==> src/rtl/sk_keymem_loader.sv <==
// Secret-key loader: streams 32-bit sk words from the register API into
// consecutive key-memory addresses. Optional checksum: ABR_SK_LOADER_CHECKSUM_EN.

package sk_keymem_pkg;
  localparam int ABR_MEM_ADDR_WIDTH = 15;

  typedef enum logic [1:0] {
    RW_IDLE  = 2'b00,
    RW_READ  = 2'b01,
    RW_WRITE = 2'b10
  } mem_rw_mode_e;

  typedef struct packed {
    mem_rw_mode_e                  rd_wr_en;
    logic [ABR_MEM_ADDR_WIDTH-1:0] addr;
  } mem_if_t;
endpackage

module sk_keymem_loader
  import sk_keymem_pkg::*;
#(
  parameter int AHB_DATA_WIDTH = 32,
  parameter int CNT_W          = 11
) (
  input  logic                          clk,
  input  logic                          reset,
  input  logic                          zeroize,
  input  logic                          load_start,
  input  logic [ABR_MEM_ADDR_WIDTH-1:0] base_addr,
  input  logic [CNT_W-1:0]              num_words,
  input  logic                          sk_wr_valid,
  output logic                          sk_wr_ready,
  input  logic [AHB_DATA_WIDTH-1:0]     sk_wr_data,
  input  logic                          sk_wr_last,
  input  logic                          keymem_wr_stall,
  output mem_if_t                       keymem_wr_req,
  output logic [AHB_DATA_WIDTH-1:0]     keymem_wr_data,
  output logic                          sk_load_busy,
  output logic                          sk_load_done,
  output logic                          sk_load_error,
`ifdef ABR_SK_LOADER_CHECKSUM_EN
  output logic [AHB_DATA_WIDTH-1:0]     sk_checksum,
`endif
  output logic [CNT_W-1:0]              word_cnt
);

  typedef enum logic [1:0] {
    IDLE  = 2'b00,
    LOAD  = 2'b01,
    DONE  = 2'b10,
    ERROR = 2'b11
  } state_e;

  state_e                          state, next_state;
  logic                            clear;
  logic                            start_ok;
  logic                            accept;
  logic                            is_final;
  logic                            last_err;
  logic                            commit;
  logic [ABR_MEM_ADDR_WIDTH-1:0]   base_q;
  logic [CNT_W-1:0]                num_q;
  logic                            error_q;

  assign clear    = reset | zeroize;
  assign start_ok = load_start & ((state == IDLE) | (state == ERROR));
  assign accept   = (state == LOAD) & sk_wr_valid & ~keymem_wr_stall;
  assign is_final = (word_cnt == (num_q - CNT_W'(1)));
  // A last flag that disagrees with the programmed length drops the word.
  assign last_err = is_final ^ sk_wr_last;
  assign commit   = accept & ~last_err;

  assign sk_load_error = error_q;

  // NOTE: sequential state uses non-blocking assignments so every register
  // samples pre-edge values, independent of process ordering.
  always_ff @(posedge clk) begin
    if (clear) state <= IDLE;
    else       state <= next_state;
  end

  // NOTE: every output of this block gets a default first, so no path can
  // leave a signal unassigned and infer a latch.
  always_comb begin
    next_state   = state;
    sk_wr_ready  = 1'b0;
    sk_load_busy = 1'b0;
    sk_load_done = 1'b0;
    unique case (state)
      IDLE, ERROR: begin
        if (load_start) next_state = (num_words == '0) ? DONE : LOAD;
      end
      LOAD: begin
        sk_wr_ready  = ~keymem_wr_stall;
        sk_load_busy = 1'b1;
        if (accept) begin
          if (last_err)      next_state = ERROR;
          else if (is_final) next_state = DONE;
        end
      end
      DONE: begin
        sk_load_done = 1'b1;
        next_state   = IDLE;
      end
      default: next_state = IDLE;
    endcase
  end

  always_ff @(posedge clk) begin
    if (clear) begin
      keymem_wr_req  <= '{rd_wr_en: RW_IDLE, addr: '0};
      keymem_wr_data <= '0;
      word_cnt       <= '0;
      base_q         <= '0;
      num_q          <= '0;
      error_q        <= 1'b0;
    end else begin
      keymem_wr_req.rd_wr_en <= RW_IDLE;
      if (start_ok) begin
        base_q   <= base_addr;
        num_q    <= num_words;
        word_cnt <= '0;
        error_q  <= 1'b0;
      end
      if (accept) word_cnt <= word_cnt + CNT_W'(1);
      if (commit) begin
        // Address wraps silently modulo the key-memory size.
        keymem_wr_req  <= '{rd_wr_en: RW_WRITE,
                            addr: base_q + ABR_MEM_ADDR_WIDTH'(word_cnt)};
        keymem_wr_data <= sk_wr_data;
      end
      if (accept & last_err) error_q <= 1'b1;
    end
  end

`ifdef ABR_SK_LOADER_CHECKSUM_EN
  always_ff @(posedge clk) begin
    if (clear || start_ok) begin
      sk_checksum <= '0;
    end else if (commit) begin
      sk_checksum <= {sk_checksum[AHB_DATA_WIDTH-2:0], sk_checksum[AHB_DATA_WIDTH-1]}
                     ^ sk_wr_data;
    end
  end
`endif

endmodule

==> config.mk <==
export PLATFORM = sky130hd
export DESIGN_NAME = sk_keymem_loader
export DESIGN_NICKNAME = d
export VERILOG_FILES = /design/src/rtl/sk_keymem_loader.sv
export SDC_FILE = /design/constraint.sdc
export NUM_CORES = 1
export LEC_CHECK = 0
export CORE_MARGIN = 5
export CORE_UTILIZATION = 40
export DETAILED_ROUTE_END_ITERATION = 10
export GPL_TIMING_DRIVEN = 0
export PLACE_DENSITY_LB_ADDON = 0.1
export SETUP_SLACK_MARGIN = 0.15
export SYNTH_ARGS = -nofsm -noshare
export SYNTH_HDL_FRONTEND = slang
export SYNTH_SLANG_ARGS = --single-unit
==> constraint.sdc <==
create_clock -name clk -period 5.57 [get_ports clk]
set_input_delay 1.3925 -clock clk [delete_from_list [all_inputs] [get_ports clk]]
set_output_delay 1.3925 -clock clk [all_outputs]
set_load 0.02 [all_outputs]
# Word-level counts from Yosys, hierarchy flattened
# Index checks and enable logic that the tools add are counted.
[totals] regBits=89 in_bits=65 output_inout_bits=64 wordCells=48
[classes] add_sub_neg=3 n_eq_ne=7 mux=14 bitwise=10 reduce_logical=6
[ops] operator="11-bit 2-to-1 mux" n=2
[ops] operator="17-bit 2-to-1 mux" n=1
[ops] operator="15-bit by 11-bit adder with 15-bit output" n=1
[ops] operator="11-bit by 1-bit adder with 11-bit output (second input constant)" n=1
[ops] operator="11-bit equality test" n=1
[ops] operator="11-bit logical NOT" n=1
[ops] operator="11-bit by 1-bit subtractor with 11-bit output (second input constant)" n=1
[ops] operator="2-bit 2-to-1 mux" n=5
[ops] operator="2-bit one-hot mux with 3 select lines" n=1
[ops] operator="1-bit bitwise AND" n=5
[ops] operator="1-bit 2-to-1 mux" n=5
[ops] operator="2-bit equality test (second input constant)" n=2
[ops] operator="2-bit inequality test (second input constant)" n=2
[ops] operator="2-bit nonzero test" n=2
[ops] operator="3-bit inequality test (second input constant)" n=1
[ops] operator="3-bit AND reduction" n=1
[ops] operator="2-bit by 1-bit equality test with 1-bit output (second input constant)" n=1
[ops] operator="2-bit logical NOT" n=1
[ops] operator="1-bit inverter" n=2
[ops] operator="1-bit OR" n=2
[ops] operator="2-bit OR reduction" n=1
[ops] operator="1-bit bitwise XOR" n=1

# Logic depth before layout (Yosys ltp)
# Gate-level depths: netlist of the first run.
[logic_depth] depth_word=6 ltp_mapped=15 mapped_depth_nobuf=13

# Least setup slack after synthesis of the first run
# Ideal clock, no wire load.
[synth_timing] kind="in2out" startpoint="in keymem_wr_stall" endpoint="out sk_wr_ready" t_arrival_ps=1697 required_ps=4178 setup_slack_ps=2481 stages=1 path_buffers=0 cell_sequence="nor2b_1"
[synth_between] elab_chain_cells=2
[synth_lines] item="from (decl)" line="35" text="input logic keymem_wr_stall,"
[synth_lines] item="1-bit inverter" line="94" text="sk_wr_ready = ~keymem_wr_stall;"
[synth_lines] item="1-bit 2-to-1 mux" line="89" text="unique case (state)"
[synth_lines] item="to (decl)" line="32" text="output logic sk_wr_ready,"
# Every way passes these cells.

# Final worst setup path of the first run
# Ends and elaborated chain as after synthesis.

==> results of run 1 <==
## layer usage
layer  global-route usage  vias up
met2                0.317      146
met5                    0        -
met1                0.251     1947
li1                     -     2197
met4               0.0833        0
met3               0.0467       21
## how the worst max path moves through the flow
stage,to,depth (start not counted)
after detailed placement,sk_wr_ready,3
after floorplan,sk_wr_ready,1
after global placement,sk_wr_ready,3
after global routing,keymem_wr_data[28],14
final,sk_wr_ready,3
after CTS,sk_wr_ready,3
## worst reg2reg max path: stages, from the launching register on
cell	delay, ps
dfxtp_1	370
inv_1	80
ha_1	270
nor3b_2	330
nand2_1	120
xnor2_1	130
a2111oi_0	510
nand4_1	200
ha_1	360
and4bb_2	300
clkbuf_1	280
buf_2	310
buf_2	300
nand2_1	110
a21oi_1	120
## stage by stage
step / total power, mW / hold WS (ps) / utilization / instances
global route: 1.33 / 474 / 0.571 / 833
global placement: 0.816 / 442 / 0.552 / 818
CTS: 1.29 / 461 / 0.571 / 833
floorplan: 0.740 / 440 / - / 555
finish: 1.28 / 455 / 0.571 / 833
detailed placement: 0.818 / 448 / 0.552 / 818
## synthesized netlist by cell type, drive strengths merged (10+ instances only)
master	count	area [um2]
a21oi	82	410
nor2	32	120
o21ai	15	75.1
buf	14	71.3
nand3	22	110
ha	16	200
dfxtp	88	1760
nand2	142	533
a211oi	10	75.1
clkbuf	20	75.1
inv	12	45.0
## sequential cells by signal, summed over array words and instances, names as in the netlist
name and cells:
keymem_wr_data 32, keymem_wr_req 16, base_q 15, num_q 11, word_cnt 11, state 2
sk_load_error 1
## logic make-up (layout without fill, tap and decap cells)
logic type,after synthesis,after routing
XOR/XNOR,16,16
adder cells (fa/ha/maj),17,17
flip-flops,88,88
AO/OA/AOI/OAI,137,137
buffers and inverters,46,188
other,1,1
multiplexers,9,9
AND/OR/NAND/NOR,241,241
## final cells by class
type	count	area, um2
well taps	136	170
multi-input cells	421	2350
flip-flops and latches	88	1760
plain buffers	34	146
repair buffers	127	1270
clock buffers	12	135
inverters	12	45.0
clock inverters	3	67.6
fillers	1020	4470
## power by group through the flow
| stage | registers, mW | clock network, mW | logic (mW) |
|---|---|---|---|
| global route | 0.647 | 0.511 | 0.174 |
| finish | 0.646 | 0.477 | 0.158 |
| detailed placement | 0.660 | 0 | 0.158 |
| floorplan | 0.660 | 0 | 0.0802 |
| CTS | 0.646 | 0.487 | 0.159 |
| global placement | 0.660 | 0 | 0.156 |
==> summary.md, run 1 <==
| Metric | Value |
|---|---|
| Status | complete, no violations |
| Residual DRC | 0 |
| Worst path cell trace | clkdlybuf4s50_1 > nor2b_1 > clkdlybuf4s50_1 |
| Worst setup EP type | primary output |
| Setup TNS | 0 ps |
| DPL Wire Length | 9860 um |
| Vias per inst | 5.18 |
| Clock network power share | 0.372 |
| Power per cell area | 215 nW/um2 |
| Multiplexer area fraction after synthesis | 0.0224 |
| First-pass GRT wire length | 20400 um |
| DRT antenna net count | 0 |
| R2R cell count | 14 |
| Drt total wl | 12700 um |
| Final Cycle Share | 0.715 |
| DIE HEIGHT | 114 um |
| CTS H-tree lvls | 3 |
| Worst-margin pin slew | 599 ps |
| Io pins | 129 |
| Post-CTS Setup Inserts | 0 |
| Deepest clock path buffer count | 2 |
| Sink Count | 88 |
| Core Region | 10400 um2 |
| CTS tree | built |
| Switching share of power | 0.246 |
| Critical Path AT | 2590 ps |
| Most used cell, CP | clkdlybuf4s50_1 |
| Simple-Gate Fraction of Synth Area | 0.252 |
| Drt pass-1 iters | 4 |
| # rows | 37 |
| CTS Buf Count | 9 |
| Xor/xnor share of the synthesized area | 0.0325 |
| Cells after Synth | 555 |
| IO buf count | 127 |
| Via count | 4311 |
| Hold_buf cts | 0 |
| Number of synthesized flops with an enable pin | 0 |
| # diodes | 0 |
| Synth Flop Type | dfxtp_1 |
| Final worst slack | 1590 ps |
| Nets | 775 |
| Post-placement cell area | 5750 um2 |
| Routed wire per std cell | 15.2 um |
| Register bit total from synthesis | 88 |
| Post-CTS sizing | 0 |
| Flop pwr share | 0.504 |
| DRT iter0 DRCs | 249 |
| Gpl congestion | 0.849 |
| Peak supply drop | 0.112 mV |
| Clk Tree Root Cell | clkbuf_8 |
| Die W | 114 um |
| Critical path type | in2out |
| Final Hold Vio Count | 0 |
| Fmax | 251 MHz |
| Synth Area in Adders | 0.0511 |
| Post-synth ARST share | 0 |
| Worst Path Required | 4180 ps |
| Commonest non-fill, non-tap cell in the layout | nand2_1 |
| Metal-1 WL | 5480 um |
| Fin area | 5950 um2 |
| Post-Syn Area | 4310 um2 |
| FF-to-FF Start | num_q[0] |
| Period minus WS final | 3980 ps |
| Routed wl met3 | 1030 um |
| Initial core utilization | 0.413 |
| Buf+Inv Stages, Crit Path | 2 |
| Critical path launch point type | input pin |
| Layout cells sized above 1 | 0.0516 |
| Worst skew pair latency | 360 ps |
| Static Leak | 2.11 nW |
| CP top delay family | buffers and inverters |
| Internal power | 0.965 mW |
| Largest net degree at the start of global routing | 14 |
| Vias in the first global route | 4147 |
| GRT Total Usage | 0.197 |
| Area of the die | 12900 um2 |
| Slowest cell on crit path | clkdlybuf4s50_1 |
| Setup violators final | 0 |
| Hold Path Stages | 2 |
| Post-synthesis compound-gate area fraction | 0.187 |
| Largest family of logic cells by synthesized area | simple AND/OR/NAND/NOR gates |
| HP Start | keymem_wr_req[2] |
| Met2 wire length | 5880 um |
| Hold Path Sink | keymem_wr_req[2] |
| Net Count, Synth | 637 |
| Worst Hold Class | reg2reg |
| RSZ-0062 raised after global routing | no |
| Clock slew seen by the registers of the worst setup and hold paths | 80 ps |
| Area grow syn2layout | 38.2% |
| Worst-path maximum fanout | 4 |
| Comb power frac | 0.124 |
| Max layer used | met4 |
| Unique masters post-synth | 57 |
| Slowest stage delay, CP | 610 ps |
| Switching power | 0.315 mW |
| Crit path from | keymem_wr_stall |
| Pre-CTS setup slack | 1590 ps |
| Seq/Total Area, Yosys | 0.409 |
| Total gr overflow | 0 |
| Max transition margin | 0.601 |
| Mapped Avg Cell Area | 7.76 um2 |
| Yosys warns | 0 |
| Clock skew | 11.3 ps |
| R2R Path End | keymem_wr_req[0] |
| Most frequent cells in the layout | 142 x nand2_1, 127 x clkdlybuf4s50_1, 88 x dfxtp_1, 82 x a21oi_1, 32 x nor2_1 |
| R2R Setup Slk | 1740 ps |
| Slew Limit Fails | 0 |
| MaxCap Viol Count | 0 |
| Initial antenna violation count | 0 |
(Power assumes the default switching activity.)
==> run 2: changes to the inputs <==
- clock period: 5.57 -> 4.05 ns (I/O delays scaled with it)
==> run 2 against run 1 <==
Sequential share of layout area barely moved; clock skew barely moved; wire length up 0.12%; utilization increased by 0.084 points; hold slack about the same; critical path depth rose by 11; clock power is 38% higher; sequential power increased by 37%.
==> summary.md, run 2 (synthesis gave the netlist of run 1 again) <==
| Metric | Value |
|---|---|
| Worst-path maximum fanout | 10 (+6) |
| Fmax | 276 MHz |
| Slowest stage delay, CP | 480 ps (-130 ps) |
| Drt pass-1 iters | 4 (unchanged) |
| Final Hold Vio Count | 0 (unchanged) |
| Met2 wire length | 5920 um (+0.59%) |
| CTS Buf Count | 9 (unchanged) |
| Largest net degree at the start of global routing | 14 (unchanged) |
| CTS H-tree lvls | 3 (unchanged) |
| Die W | 114 um (unchanged) |
| Total gr overflow | 0 (unchanged) |
| RSZ-0062 raised after global routing | no |
| CTS tree | built |
| Critical path type | reg2reg |
| Layout cells sized above 1 | 0.0531 (+0.00143) |
| Setup violators final | 0 (unchanged) |
| Worst-margin pin slew | 596 ps (-2.92 ps) |
| Residual DRC | 0 (unchanged) |
| Post-CTS Setup Inserts | 0 (unchanged) |
| DIE HEIGHT | 114 um (unchanged) |
| Nets | 775 (unchanged) |
| Critical Path AT | 3910 ps (+1320 ps) |
| Initial antenna violation count | 0 (unchanged) |
| # rows | 37 (unchanged) |
| Status | complete, no violations |
| IO buf count | 127 (unchanged) |
| Worst skew pair latency | 360 ps (about the same) |
| Max reg flops | 32 (unchanged) |
| Drt total wl | 12700 um (+0.12%) |
| Clock slew seen by the registers of the worst setup and hold paths | 90 ps (about the same) |
| MaxCap Viol Count | 0 (unchanged) |
| WHS | 455 ps (+0.0520 ps) |
| Sink Count | 88 (unchanged) |
| Initial core utilization | 0.413 (unchanged) |
| Worst Hold Class | reg2reg |
| Footprint of the multi-input gates | 2360 um2 (+0.27%) |
| Clock skew | 11.7 ps (+0.416 ps) |
| Vias per inst | 5.18 (about the same) |
| First-pass GRT wire length | 20400 um (unchanged) |
| Worst path cell trace | inv_1 > ha_1 > nor3b_2 > nand2_1 > or4_1 > nand3_1 > nand4_1 > ha_1 > and4bb_2 > clkbuf_1 > buf_2 > clkbuf_4 > nand2_1 > a21oi_1 |
| Core Region | 10400 um2 (unchanged) |
| DRT antenna net count | 0 (unchanged) |
| Most frequent cells in the layout | 142 x nand2_1, 127 x clkdlybuf4s50_1, 88 x dfxtp_1, 82 x a21oi_1, 32 x nor2_1 |
| # diodes | 0 (unchanged) |
| Slew Limit Fails | 0 (unchanged) |
| Period minus WS final | 3620 ps |
| Max layer used | met4 |
| Final Cycle Share | 0.893 |
| Slowest cell on crit path | or4_1 |
| Clk Tree Root Cell | clkbuf_8 |
| Register area | 1760 um2 (unchanged) |
| Overall power | 1.76 mW (+38%) |
| Worst Path Required | 4340 ps (+160 ps) |
| Gpl congestion | 0.849 (unchanged) |
| DPL Wire Length | 9860 um (unchanged) |
| Utilization after layout | 0.572 (+0.000841) |
| Max transition margin | 0.603 (+0.00194) |
| Fill cell count | 1019 (-0.098%) |
| Largest register by flop count | keymem_wr_data |
| Routed wire per std cell | 15.3 um (+0.12%) |
| Via count | 4313 (+0.046%) |
| Top flop regs | keymem_wr_data: 32 flops, keymem_wr_req: 16 flops, base_q: 15 flops |
| Area of the die | 12900 um2 (unchanged) |
| Peak supply drop | 0.155 mV (+38%) |
| Deepest clock path buffer count | 2 (unchanged) |
| Worst setup EP type | register |
| Metal-1 WL | 5410 um (-1.3%) |
| GRT Total Usage | 0.197 (unchanged) |
| Static Leak | 2.11 nW (about the same) |
| Vias in the first global route | 4147 (unchanged) |
| Setup TNS | 0 ps (unchanged) |
| Commonest non-fill, non-tap cell in the layout | nand2_1 |
| Hold_buf cts | 0 (unchanged) |
| Power per cell area | 296 nW/um2 (+37%) |
| DRT iter0 DRCs | 240 (-3.6%) |
| R2R Setup Slk | 430 ps (-1310 ps) |
| Area grow syn2layout | 38.4% |
| Routed wl met3 | 1080 um (+5.0%) |
| Critical path launch point type | register |
| Io pins | 129 (unchanged) |
-- run 2: changes by cell type in the layout (fill, tap and decap cells not counted) --
cell / before / now
clkbuf_4: 0 / 1
buf_2: 9 / 8
a2111oi_2: 0 / 1
a2111oi_0: 2 / 1
-- run 2: final timing paths --
check,to,cells after the start,startpoint
worst max register to register,keymem_wr_req[0],14,num_q[0]
worst min-delay path,keymem_wr_req[2],2,keymem_wr_req[2]
worst min register to register,keymem_wr_req[2],2,keymem_wr_req[2]
worst max-delay path,keymem_wr_req[0],14,num_q[0]
-- run 2: layout make-up --
type / count / share of cell area
Buffer: 34 / 0.0250
Clock buffer: 12 / 0.0227
Clock inverter: 3 / 0.0113
Inverter: 12 / 0.00756
Multi-Input combinational cell: 421 / 0.396
Sequential cell: 88 / 0.296
Tap cell: 136 / 0.0286
Timing Repair Buffer: 127 / 0.213
-- run 2: report_power, final --
group / internal [mW] / switching, mW / total, mW / leakage [nW]
registers: 0.877 / 0.0111 / 0.888 / 0.711
logic: 0.105 / 0.113 / 0.218 / 1.31
clock network: 0.346 / 0.312 / 0.657 / 0.0967
-- run 2: metrics by stage --
| stage | instances | area [um2] | setup slack, ps |
|---|---|---|---|
| after floorplan | 555 | 4310 | 1070 |
| after global placement | 818 | 5750 | 391 |
| after global routing | 833 | 5960 | 201 |
| after detailed placement | 818 | 5750 | 299 |
| final | 833 | 5960 | 432 |
| after CTS | 833 | 5950 | 236 |
-- run 2: worst max-delay path, delay by kind of cell (launching register included) --
| family | cells | cell delay, ps |
|---|---|---|
| and+or+nand+nor | 7 | 1520 |
| buffers and inverters | 4 | 920 |
| adders and majority gates | 2 | 620 |
| DFF | 1 | 370 |
| AOI/OAI and AO/OA | 1 | 120 |
-- run 2: repair_timing --
action | 4_1_cts | 5_1_grt
resized for setup | 0 | 3
setup endpoints to repair | 0 | 31
endpoints found under the hold margin | 0 | 0
-- run 2: layer usage --
metal,vias to the layer above,track usage
met1,1964,0.251
met3,20,0.0467
met4,0,0.0833
met2,135,0.317
li1,2194,-
met5,-,0
